`src/rtl/reg_dump_unit_if.sv`:
```
// Dump channel between reg_dump_unit and its consumer: valid/ready beat
// carrying a register index and its value.
interface reg_dump_unit_if #(
    parameter int unsigned XLEN = 32
);
    logic            dump_valid;
    logic            dump_ready;
    logic [4:0]      dump_idx;
    logic [XLEN-1:0] dump_data;

    modport master (
        output dump_valid,
        output dump_idx,
        output dump_data,
        input  dump_ready
    );

    modport slave (
        input  dump_valid,
        input  dump_idx,
        input  dump_data,
        output dump_ready
    );
endinterface

```
`src/rtl/reg_dump_unit.sv`:
```
// Runs the CPU for MAX_CYCLES cycles, halts it, then streams registers
// 0..NREGS-1 out over a valid/ready channel.
module reg_dump_unit #(
    parameter int unsigned MAX_CYCLES = 100,
    parameter int unsigned NREGS      = 32,
    parameter int unsigned XLEN       = 32
) (
    input  logic            clock,
    input  logic            reset_n,
    input  logic            start,
    output logic            cpu_halt,
    output logic [4:0]      rf_raddr,
    input  logic [XLEN-1:0] rf_rdata,
    reg_dump_unit_if.master dump,
    output logic            done,
    output logic [15:0]     cycle_count
);

    typedef enum logic [2:0] {
        IDLE,
        RUN,
        DRAIN,
        READ,
        LOAD,
        SEND,
        DONE
    } state_e;

    localparam logic [15:0] LAST_CYCLE = 16'(MAX_CYCLES - 1);
    localparam logic [4:0]  LAST_REG   = 5'(NREGS - 1);

    state_e          state_q, state_d;
    logic [15:0]     cycle_q, cycle_d;
    logic [4:0]      index_q, index_d;
    logic [4:0]      idx_q,   idx_d;
    logic [XLEN-1:0] data_q,  data_d;

    always_ff @(posedge clock) begin
        if (!reset_n) begin
            state_q <= IDLE;
            cycle_q <= '0;
            index_q <= '0;
            idx_q   <= '0;
            data_q  <= '0;
        end else begin
            state_q <= state_d;
            cycle_q <= cycle_d;
            index_q <= index_d;
            idx_q   <= idx_d;
            data_q  <= data_d;
        end
    end

    always_comb begin
        state_d = state_q;
        cycle_d = cycle_q;
        index_d = index_q;
        idx_d   = idx_q;
        data_d  = data_q;
        unique case (state_q)
            IDLE: begin
                if (start) begin
                    cycle_d = '0;
                    state_d = RUN;
                end
            end
            RUN: begin
                // The exit cycle still counts, so DRAIN sees cycle_count==MAX_CYCLES.
                cycle_d = cycle_q + 16'd1;
                if (cycle_q == LAST_CYCLE) begin
                    state_d = DRAIN;
                end
            end
            DRAIN: begin
                index_d = '0;
                state_d = READ;
            end
            READ: begin
                state_d = LOAD;
            end
            LOAD: begin
                data_d  = rf_rdata;
                idx_d   = index_q;
                state_d = SEND;
            end
            SEND: begin
                if (dump.dump_ready) begin
                    if (index_q == LAST_REG) begin
                        state_d = DONE;
                    end else begin
                        index_d = index_q + 5'd1;
                        state_d = READ;
                    end
                end
            end
            DONE: begin
                if (start) begin
                    cycle_d = '0;
                    state_d = RUN;
                end
            end
            default: begin
                state_d = IDLE;
            end
        endcase
    end

    // All outputs come straight from state or registers; none depends on dump_ready.
    always_comb begin
        cpu_halt        = (state_q != RUN);
        done            = (state_q == DONE);
        dump.dump_valid = (state_q == SEND);
        dump.dump_idx   = idx_q;
        dump.dump_data  = data_q;
        rf_raddr        = index_q;
        cycle_count     = cycle_q;
    end

endmodule

```
`src/flat_wrapper.sv`:
```
// flat-port wrapper written by rule: the top's interface ports become plain ports
module reg_dump_unit_flat 
#(
    parameter int unsigned MAX_CYCLES = 100,
    parameter int unsigned NREGS      = 32,
    parameter int unsigned XLEN       = 32
)
  (clock, reset_n, start, cpu_halt, rf_raddr, rf_rdata, done, cycle_count, dump_dump_valid, dump_dump_idx, dump_dump_data, dump_dump_ready);
  reg_dump_unit_if #(.XLEN(XLEN)) dump_i ();
  input  logic clock;
  input  logic reset_n;
  input  logic start;
  output logic cpu_halt;
  output logic [4:0] rf_raddr;
  input  logic [XLEN-1:0] rf_rdata;
  output logic done;
  output logic [15:0] cycle_count;
  output wire logic [$bits(dump_i.dump_valid)-1:0] dump_dump_valid;
  output wire logic [$bits(dump_i.dump_idx)-1:0] dump_dump_idx;
  output wire logic [$bits(dump_i.dump_data)-1:0] dump_dump_data;
  input wire logic [$bits(dump_i.dump_ready)-1:0] dump_dump_ready;
  assign dump_dump_valid = dump_i.dump_valid;
  assign dump_dump_idx = dump_i.dump_idx;
  assign dump_dump_data = dump_i.dump_data;
  assign dump_i.dump_ready = dump_dump_ready;
  reg_dump_unit #(.MAX_CYCLES(MAX_CYCLES), .NREGS(NREGS), .XLEN(XLEN)) u_core (.clock(clock), .reset_n(reset_n), .start(start), .cpu_halt(cpu_halt), .rf_raddr(rf_raddr), .rf_rdata(rf_rdata), .dump(dump_i), .done(done), .cycle_count(cycle_count));
endmodule
```
`config.mk`:
```
export PLATFORM = sky130hd
export DESIGN_NAME = reg_dump_unit_flat
export DESIGN_NICKNAME = d
export VERILOG_FILES = /design/src/rtl/reg_dump_unit_if.sv /design/src/rtl/reg_dump_unit.sv /design/src/flat_wrapper.sv
export SDC_FILE = /design/constraint.sdc
export NUM_CORES = 1
export LEC_CHECK = 0
export CAP_MARGIN = 40
export CORE_MARGIN = 2
export CORE_UTILIZATION = 45
export CTS_BUF_LIST = sky130_fd_sc_hd__clkbuf_8
export CTS_CLUSTER_DIAMETER = 40
export DETAILED_ROUTE_END_ITERATION = 12
export GPL_TIMING_DRIVEN = 0
export HOLD_SLACK_MARGIN = 0.06
export PLACE_DENSITY = 0.82
export SKIP_CTS_REPAIR_TIMING = 1
export SLEW_MARGIN = 20
export SYNTH_ARGS = -nofsm -noshare
export SYNTH_HDL_FRONTEND = slang
export SYNTH_SLANG_ARGS = --single-unit
export TNS_END_PERCENT = 100
```
`constraint.sdc`:
```
create_clock -name clock -period 2.58 [get_ports clock]
set_clock_uncertainty 0.15 [all_clocks]
set_input_delay 0.645 -clock clock [delete_from_list [all_inputs] [get_ports clock]]
set_output_delay 0.645 -clock clock [all_outputs]
set_load 0.01 [all_outputs]
```
==> results of run 1 <==
## cell usage after synthesis (all sizes together) (2+ instances only)
| master | instances | area, µm² |
|---|---|---|
| buf | 7 | 41.29 |
| a21oi | 53 | 265.3 |
| or4 | 11 | 82.58 |
| ha | 3 | 37.54 |
| nand2 | 88 | 330.3 |
| nand4 | 2 | 12.51 |
| mux2i | 3 | 30.03 |
| or3 | 4 | 25.02 |
| o21ai | 4 | 20.02 |
| nand3 | 7 | 40.04 |
| nor3 | 4 | 25.02 |
| clkbuf | 12 | 45.04 |
| o31ai | 11 | 82.58 |
| dfxtp | 61 | 1221 |
| nor4 | 3 | 18.77 |
| nor2 | 8 | 32.54 |
| inv | 8 | 30.03 |
| and3 | 6 | 37.54 |
## layer usage
metal  up-vias  share of wire (%)
met1      1186                 43
met3         6                7.2
met2        89                 48
li1       1316                  -
met5         -                  0
met4         0               0.93
## how the worst max path moves through the flow
stage                             startpoint  slack [ns]                      to
after global placement                 start       0.002  u_core.cycle_count[12]
after global routing       u_core.state_q[0]        0.03                cpu_halt
after floorplan           u_core.rf_raddr[0]        0.52      u_core.rf_raddr[2]
after detailed placement               start       -0.01   u_core.cycle_count[9]
after CTS                  u_core.state_q[0]       -0.19                cpu_halt
final                      u_core.state_q[0]        0.15                cpu_halt
## cell type report
class	count	area (µm²)	area share, %
Sequential cell	61	1222	31.81
Multi-Input combinational cell	226	1207	31.42
Timing Repair Buffer	96	963.4	25.07
Clock buffer	10	137.6	3.582
Clock inverter	6	102.6	2.670
Tap cell	72	90.09	2.345
Buffer	19	88.84	2.312
Inverter	8	30.03	0.7815
## critical path, stage by stage (launching register included)
cell and delay (ns):
sky130_fd_sc_hd__dfxtp_2 0.40, sky130_fd_sc_hd__inv_1 0.15, sky130_fd_sc_hd__nor3_4 0.21, sky130_fd_sc_hd__inv_1 0.06
sky130_fd_sc_hd__clkdlybuf4s50_1 0.48
## power by group through the flow
stage	combinational (mW)	clock, mW	sequential (mW)
2_1_floorplan	0.154	0	1.01
3_3_place_gp	0.301	0	1.01
3_5_place_dp	0.303	0	1.01
4_1_cts	0.305	1.04	0.986
5_1_grt	0.340	1.08	0.990
6_report	0.309	1.02	0.986
## flip-flops by register name, indices dropped and copies added, names as in the netlist
signal / count
u_core.dump.dump_data: 32
u_core.state_q: 3
u_core.rf_raddr: 5
u_core.dump.dump_idx: 5
u_core.cycle_count: 16
## stage by stage
step | utilization (%) | TNS [ns]
floorplan | - | 0
global placement | 65.50 | 0
detailed placement | 65.50 | -0.01973
CTS | 69.89 | -0.1916
global route | 70.21 | 0
finish | 70.21 | 0
## cell families (layout without fill, tap and decap cells)
family / count (synthesis) / after routing / share of synthesized area, %
flip-flops: 61 / 61 / 48.20
XOR/XNOR: 1 / 1 / 0.3457
multiplexers: 3 / 3 / 1.185
adder cells (fa/ha/maj): 3 / 3 / 1.482
buffers and inverters: 27 / 139 / 4.593
AND/OR/NAND/NOR: 139 / 139 / 25.73
AO/OA/AOI/OAI: 80 / 80 / 18.47
==> impl_summary.txt, run 1 <==
----------------------------------------------------
[Hold path]
  Hold path startpoint ... u_core.dump.dump_data[0]
  WHS Path Cells ... 2
  Worst hold path type ... reg -> reg
  End point of the worst hold path ... u_core.dump.dump_data[0]

[Synth]
  Count of flip-flops with a built-in enable after synthesis ... 0
  Average instance area after synthesis ... between 8 and 9 µm²
  Number of synthesized register bits ... slightly above 60
  Portion of the post-synthesis area used by sequential elements ... 48.20%
  Number of standard cells after synthesis ... roughly 310
  Number of distinct library cells after synthesis ... 41
  Primary flip-flop cell chosen by synthesis mapping ... sky130_fd_sc_hd__dfxtp_1
  Fraction of synthesis flops using an asynchronous set or reset pin ... 0%
  Post-synthesis instance area ... between 0.002 and 0.003 mm²
  Net count of the mapped netlist ... between 300 and 400
  Synth warnings ... 0

[Routing]
  Detailed-router iteration count before antenna repair ... 4
  Via total after detailed routing ... about 2600
  Drt initial violations ... 107
  Post-detailed-route DRC marker count ... 0
  Vias per cell ... 5.215
  Number of nets with antenna violations after routing ... 0
  Overall routed net length ... 6483 µm
  Routed length per placed instance ... 13.02 µm

[Power and ir drop]
  Cell Pwr Density ... 602.4 mW/mm²
  Worst IR Drop VDD ... about 0.36 mV
  Final total power ... 2.315 mW
  Clock power frac ... 44.0%
  Leakage component of the power ... between 1 and 1.5 nW
  Sequential group share of total power ... 42.6%
  Internal power consumption ... 1.773 mW
  Portion of total power attributed to combinational logic ... 13.4%
  Switching part of the total power ... 23.42%
  NetSw ... 0.5421 mW

[Global route]
  GR Layer Usage met2 ... 36.53%
  Number of global-route vias before repair ... roughly 2400
  Met1 Usage GRT ... 26.22%
  Grt ovf ... 0
  Most used routing layer in global routing ... met2
  Fraction of met3 tracks used by global routing ... 6.591%
  GR Util All Layers ... 21.88%
  Initial antenna violation count ... 0
  First-pass GRT wire length ... 10900 µm
  Largest net degree at the start of global routing ... 11

[Finish]
  Post-layout net count ... 460
  Highest-count cells in the layout ignoring fill and taps ... sky130_fd_sc_hd__clkdlybuf4s50_1 (95), sky130_fd_sc_hd__nand2_1 (88), sky130_fd_sc_hd__dfxtp_1 (60), sky130_fd_sc_hd__a21oi_1 (53), sky130_fd_sc_hd__clkbuf_1 (12)
  Final std cells w/o fill ... around 500
  Final std cell area, no fill ... between 0.003 and 0.004 mm²
  Filler instances ... between 400 and 500
  Area Overhead vs Synth ... 51.65%
  Most frequent standard cell in the layout excluding fill and tap cells ... sky130_fd_sc_hd__clkdlybuf4s50_1
  ANT cells ... 0
  Fraction of layout instances using a drive strength above 1 ... 6.573%

[CTS]
  Number of buffers created by CTS ... 9
  Clock tree from TritonCTS ... yes
  Root buf cell ... sky130_fd_sc_hd__clkbuf_8
  Maximum number of buffers from clock root to sink ... 2
  Clock latency on the worst-skew pair ... 0.33 ns
  Clock slew at reported path FFs ... about 0.07 ns
  Htree depth ... 3
  Clock sink count ... 61

[Floorplan]
  Height of the die ... 79.04 µm
  Count of standard-cell rows ... 27
  Die Footprint ... 0.006247 mm²
  Effective utilization at floorplan ... 46.30%
  Core Box Area ... 0.005473 mm²
  Horizontal die dimension ... roughly 80 µm
  Number of primary I/O pins ... 97

[STA]
  Worst slew margin relative to its limit ... 57.71%
  Final period demand of the worst path ... 2.431 ns
  Final setup violation count ... 0
  Number of max-slew violations in the final report ... 0
  RSZ-0062 raised after global routing ... no
  Hold Slack ... about 0.3 ns
  Final worst-path cycle share ... 94.24%
  Maximum clock frequency ... slightly above 400 MHz
  Measured slew at the worst slew-check pin ... about 0.63 ns
  Worst path setup slack after routing ... 0.1487 ns
  Final number of hold-violating endpoints ... 0

[Status]
  Result of the run ... complete, no violations

[Place]
  Number of buffers inserted by port buffering ... 96
  Cell Area, Placed ... 0.003585 mm²
  DPL Wire Length ... 4555 µm
  Number of placed instances with taps included ... 482
  Worst slack after detailed placement ... -0.01039 ns
  RePlAce Congestion ... between 0.8 and 0.9

[Setup path]
  Startpoint Class ... flop
  Worst R2R Setup Slack ... approximately 0.33 ns
  Startpoint of the worst register-to-register path ... u_core.rf_raddr[0]
  Endpoint required time on the critical path ... 1.78 ns
  Signal arrival time at the worst endpoint ... 1.64 ns
  Start-to-end type of the worst setup path ... reg -> out
  Endpoint of the worst-slack reg-to-reg timing path ... u_core.rf_raddr[1]
  Biggest fanout along the worst timing path ... 8
  Reg2reg path depth ... 7
  Kind of end point of the critical path ... primary output

[Job]
  Number of violations of the max-capacitance limit ... 0

----------------------------------------------------
Power figures use the tool's default switching activity.
==> run 2, diff against run 1 <==
--- a/config.mk
+++ b/config.mk
@@ -5,7 +5,6 @@
 export SDC_FILE = /design/constraint.sdc
 export NUM_CORES = 1
 export LEC_CHECK = 0
-export CAP_MARGIN = 40
 export CORE_MARGIN = 2
 export CORE_UTILIZATION = 45
 export CTS_BUF_LIST = sky130_fd_sc_hd__clkbuf_8
@@ -13,7 +12,7 @@
 export DETAILED_ROUTE_END_ITERATION = 12
 export GPL_TIMING_DRIVEN = 0
 export HOLD_SLACK_MARGIN = 0.06
-export PLACE_DENSITY = 0.82
+export PLACE_DENSITY_LB_ADDON = 0.3
 export SKIP_CTS_REPAIR_TIMING = 1
 export SLEW_MARGIN = 20
 export SYNTH_ARGS = -nofsm -noshare
==> impl_summary.txt, run 2 (synthesized netlist as in run 1, its figures left out) <==
----------------------------------------------------
[Status]
  Result of the run ... complete, no violations

[STA]
  Worst slew margin relative to its limit ... 54.15% (-3.6 points)
  Final number of hold-violating endpoints ... 0 (unchanged)
  Final worst-path cycle share ... 95.04% (+0.81 points)
  Post-Route Setup TNS ... 0 ns (unchanged)
  Number of max-slew violations in the final report ... 0 (unchanged)
  RSZ-0062 raised after global routing ... yes
  Measured slew at the worst slew-check pin ... 0.6840 ns (+0.05303 ns)
  Final setup violation count ... 0 (unchanged)
  Final period demand of the worst path ... 2.452 ns (+0.02081 ns)
  Maximum clock frequency ... 407.8 MHz (-0.85%)

[Routing]
  Routed length per placed instance ... 13.79 µm (+5.9%)
  Number of nets with antenna violations after routing ... 0 (unchanged)
  Via total after detailed routing ... 2625 (+1.1%)
  Detailed-router iteration count before antenna repair ... 4 (unchanged)
  Post-detailed-route DRC marker count ... 0 (unchanged)
  Drt initial violations ... 103 (-3.7%)
  Overall routed net length ... 6841 µm (+5.5%)
  Vias per cell ... 5.292 (+1.5%)

[Finish]
  Highest-count cells in the layout ignoring fill and taps ... sky130_fd_sc_hd__clkdlybuf4s50_1 (95), sky130_fd_sc_hd__nand2_1 (88), sky130_fd_sc_hd__dfxtp_1 (60), sky130_fd_sc_hd__a21oi_1 (53), sky130_fd_sc_hd__clkbuf_1 (12)
  Utilization of the core after routing ... 69.07% (-1.1 points)
  Fraction of layout instances using a drive strength above 1 ... 6.132% (-0.44 points)
  Max FFs per register ... 32 (unchanged)
  Area Overhead vs Synth ... 49.19%
  ANT cells ... 0 (unchanged)
  Most frequent standard cell in the layout excluding fill and tap cells ... sky130_fd_sc_hd__clkdlybuf4s50_1
  Post-layout net count ... 460 (unchanged)
  Final std cells w/o fill ... 496 (-0.40%)

[CTS]
  Maximum number of buffers from clock root to sink ... 2 (unchanged)
  Number of buffers created by CTS ... 9 (unchanged)
  Clock sink count ... 61 (unchanged)
  Htree depth ... 3 (unchanged)
  Clock slew at reported path FFs ... 0.06 ns (about the same)
  Clock tree from TritonCTS ... yes
  Clock latency on the worst-skew pair ... 0.34 ns (about the same)
  Root buf cell ... sky130_fd_sc_hd__clkbuf_8

[Floorplan]
  Count of standard-cell rows ... 27 (unchanged)
  Die Footprint ... 0.006247 mm² (unchanged)
  Core Box Area ... 0.005473 mm² (unchanged)
  Number of primary I/O pins ... 97 (unchanged)
  Effective utilization at floorplan ... 46.30% (unchanged)
  Height of the die ... 79.04 µm (unchanged)
  Horizontal die dimension ... 79.04 µm (unchanged)

[Setup path]
  Endpoint required time on the critical path ... 1.78 ns (about the same)
  Biggest fanout along the worst timing path ... 8 (unchanged)
  Signal arrival time at the worst endpoint ... 1.66 ns (+0.02 ns)
  Crit path from ... u_core.state_q[0]
  Kind of end point of the critical path ... primary output
  Reg2reg path depth ... 7 (unchanged)
  Startpoint Class ... flop
  Start-to-end type of the worst setup path ... reg -> out
  Startpoint of the worst register-to-register path ... u_core.rf_raddr[0]

[Global route]
  Largest net degree at the start of global routing ... 11 (unchanged)
  Number of global-route vias before repair ... 2491 (+1.9%)
  Grt ovf ... 0 (unchanged)
  GR Util All Layers ... 22.40% (+0.52 points)
  First-pass GRT wire length ... 11180 µm (+2.6%)
  Initial antenna violation count ... 0 (unchanged)

[Hold path]
  Worst hold path type ... reg -> reg
  Hold path startpoint ... u_core.dump.dump_idx[4]
  WHS Path Cells ... 2 (unchanged)

[Power and ir drop]
  Leakage component of the power ... 1.297 nW (-2.1%)
  Cell Pwr Density ... 555.8 mW/mm² (-7.7%)
  Worst IR Drop VDD ... 0.3339 mV (-7.4%)

[Job]
  Number of violations of the max-capacitance limit ... 0 (unchanged)

[Place]
  DPL Wire Length ... 4821 µm (+5.8%)
  Number of buffers inserted by port buffering ... 96 (unchanged)
  RePlAce Congestion ... 0.8145 (-1.3%)
  Number of placed instances with taps included ... 482 (unchanged)

----------------------------------------------------
## run 2: cell count changes in the layout (fill, tap and decap cells not counted), sizes merged
cell / change
buf: +1
clkbuf: -1
bufinv: -2
## run 2: per-stage QoR
| step | power [mW] | worst slack [ns] | hold slack, ns | instance area, µm² |
|---|---|---|---|---|
| after floorplan | 1.167 | 0.5210 | 0.3305 | 2534 |
| after global placement | 1.306 | 0.008776 | 0.2908 | 3585 |
| after detailed placement | 1.314 | -0.01549 | 0.2953 | 3585 |
| after CTS | 2.106 | -0.2175 | 0.3039 | 3765 |
| after global routing | 2.176 | -0.006274 | 0.3241 | 3780 |
| final | 2.101 | 0.1279 | 0.3029 | 3780 |
## run 2: cell type report
| type | count | area (µm²) |
|---|---|---|
| Buffer | 19 | 86.33 |
| Clock buffer | 10 | 137.6 |
| Clock inverter | 4 | 42.54 |
| Fill cell | 457 | 1693 |
| Inverter | 8 | 30.03 |
| Multi-Input combinational cell | 226 | 1207 |
| Sequential cell | 61 | 1222 |
| Tap cell | 72 | 90.09 |
| Timing Repair Buffer | 96 | 963.4 |
## run 2: final timing paths
kind / end / slack [ns]
worst max-delay path: cpu_halt / 0.13
worst min-delay path: u_core.dump.dump_idx[4] / 0.30
worst max register to register: u_core.rf_raddr[1] / 0.26
worst min register to register: u_core.dump.dump_idx[4] / 0.30
## run 2: routing by layer
layer	vias to the layer above	track usage [%]	part of all wire, %
li1	1315	-	-
met1	1221	26.99	43
met2	80	37.80	50
met3	9	4.432	5.9
met4	0	11.55	1.3
met5	-	0	0
## run 2: where the power goes
group / total (mW) / internal (mW) / leakage (nW) / switching [mW]
sequential: 0.987 / 0.968 / 0.492 / 0.0197
clock: 0.799 / 0.453 / 0.101 / 0.347
combinational: 0.314 / 0.146 / 0.704 / 0.168
## run 2: worst max-delay path, cell delays in order (launching register included)
cell and delay, ns:
sky130_fd_sc_hd__dfxtp_2 0.41, sky130_fd_sc_hd__inv_1 0.15, sky130_fd_sc_hd__nor3_4 0.21, sky130_fd_sc_hd__inv_1 0.06, sky130_fd_sc_hd__clkdlybuf4s50_1 0.49
==> run 3, diff against run 2 <==
--- a/config.mk
+++ b/config.mk
@@ -14,7 +14,7 @@
 export HOLD_SLACK_MARGIN = 0.06
 export PLACE_DENSITY_LB_ADDON = 0.3
 export SKIP_CTS_REPAIR_TIMING = 1
-export SLEW_MARGIN = 20
+export SLEW_MARGIN = 15
 export SYNTH_ARGS = -nofsm -noshare
 export SYNTH_HDL_FRONTEND = slang
 export SYNTH_SLANG_ARGS = --single-unit
==> results of run 3 <==
Same layout as run 2: the final DEF is identical, and so are final timing and power.
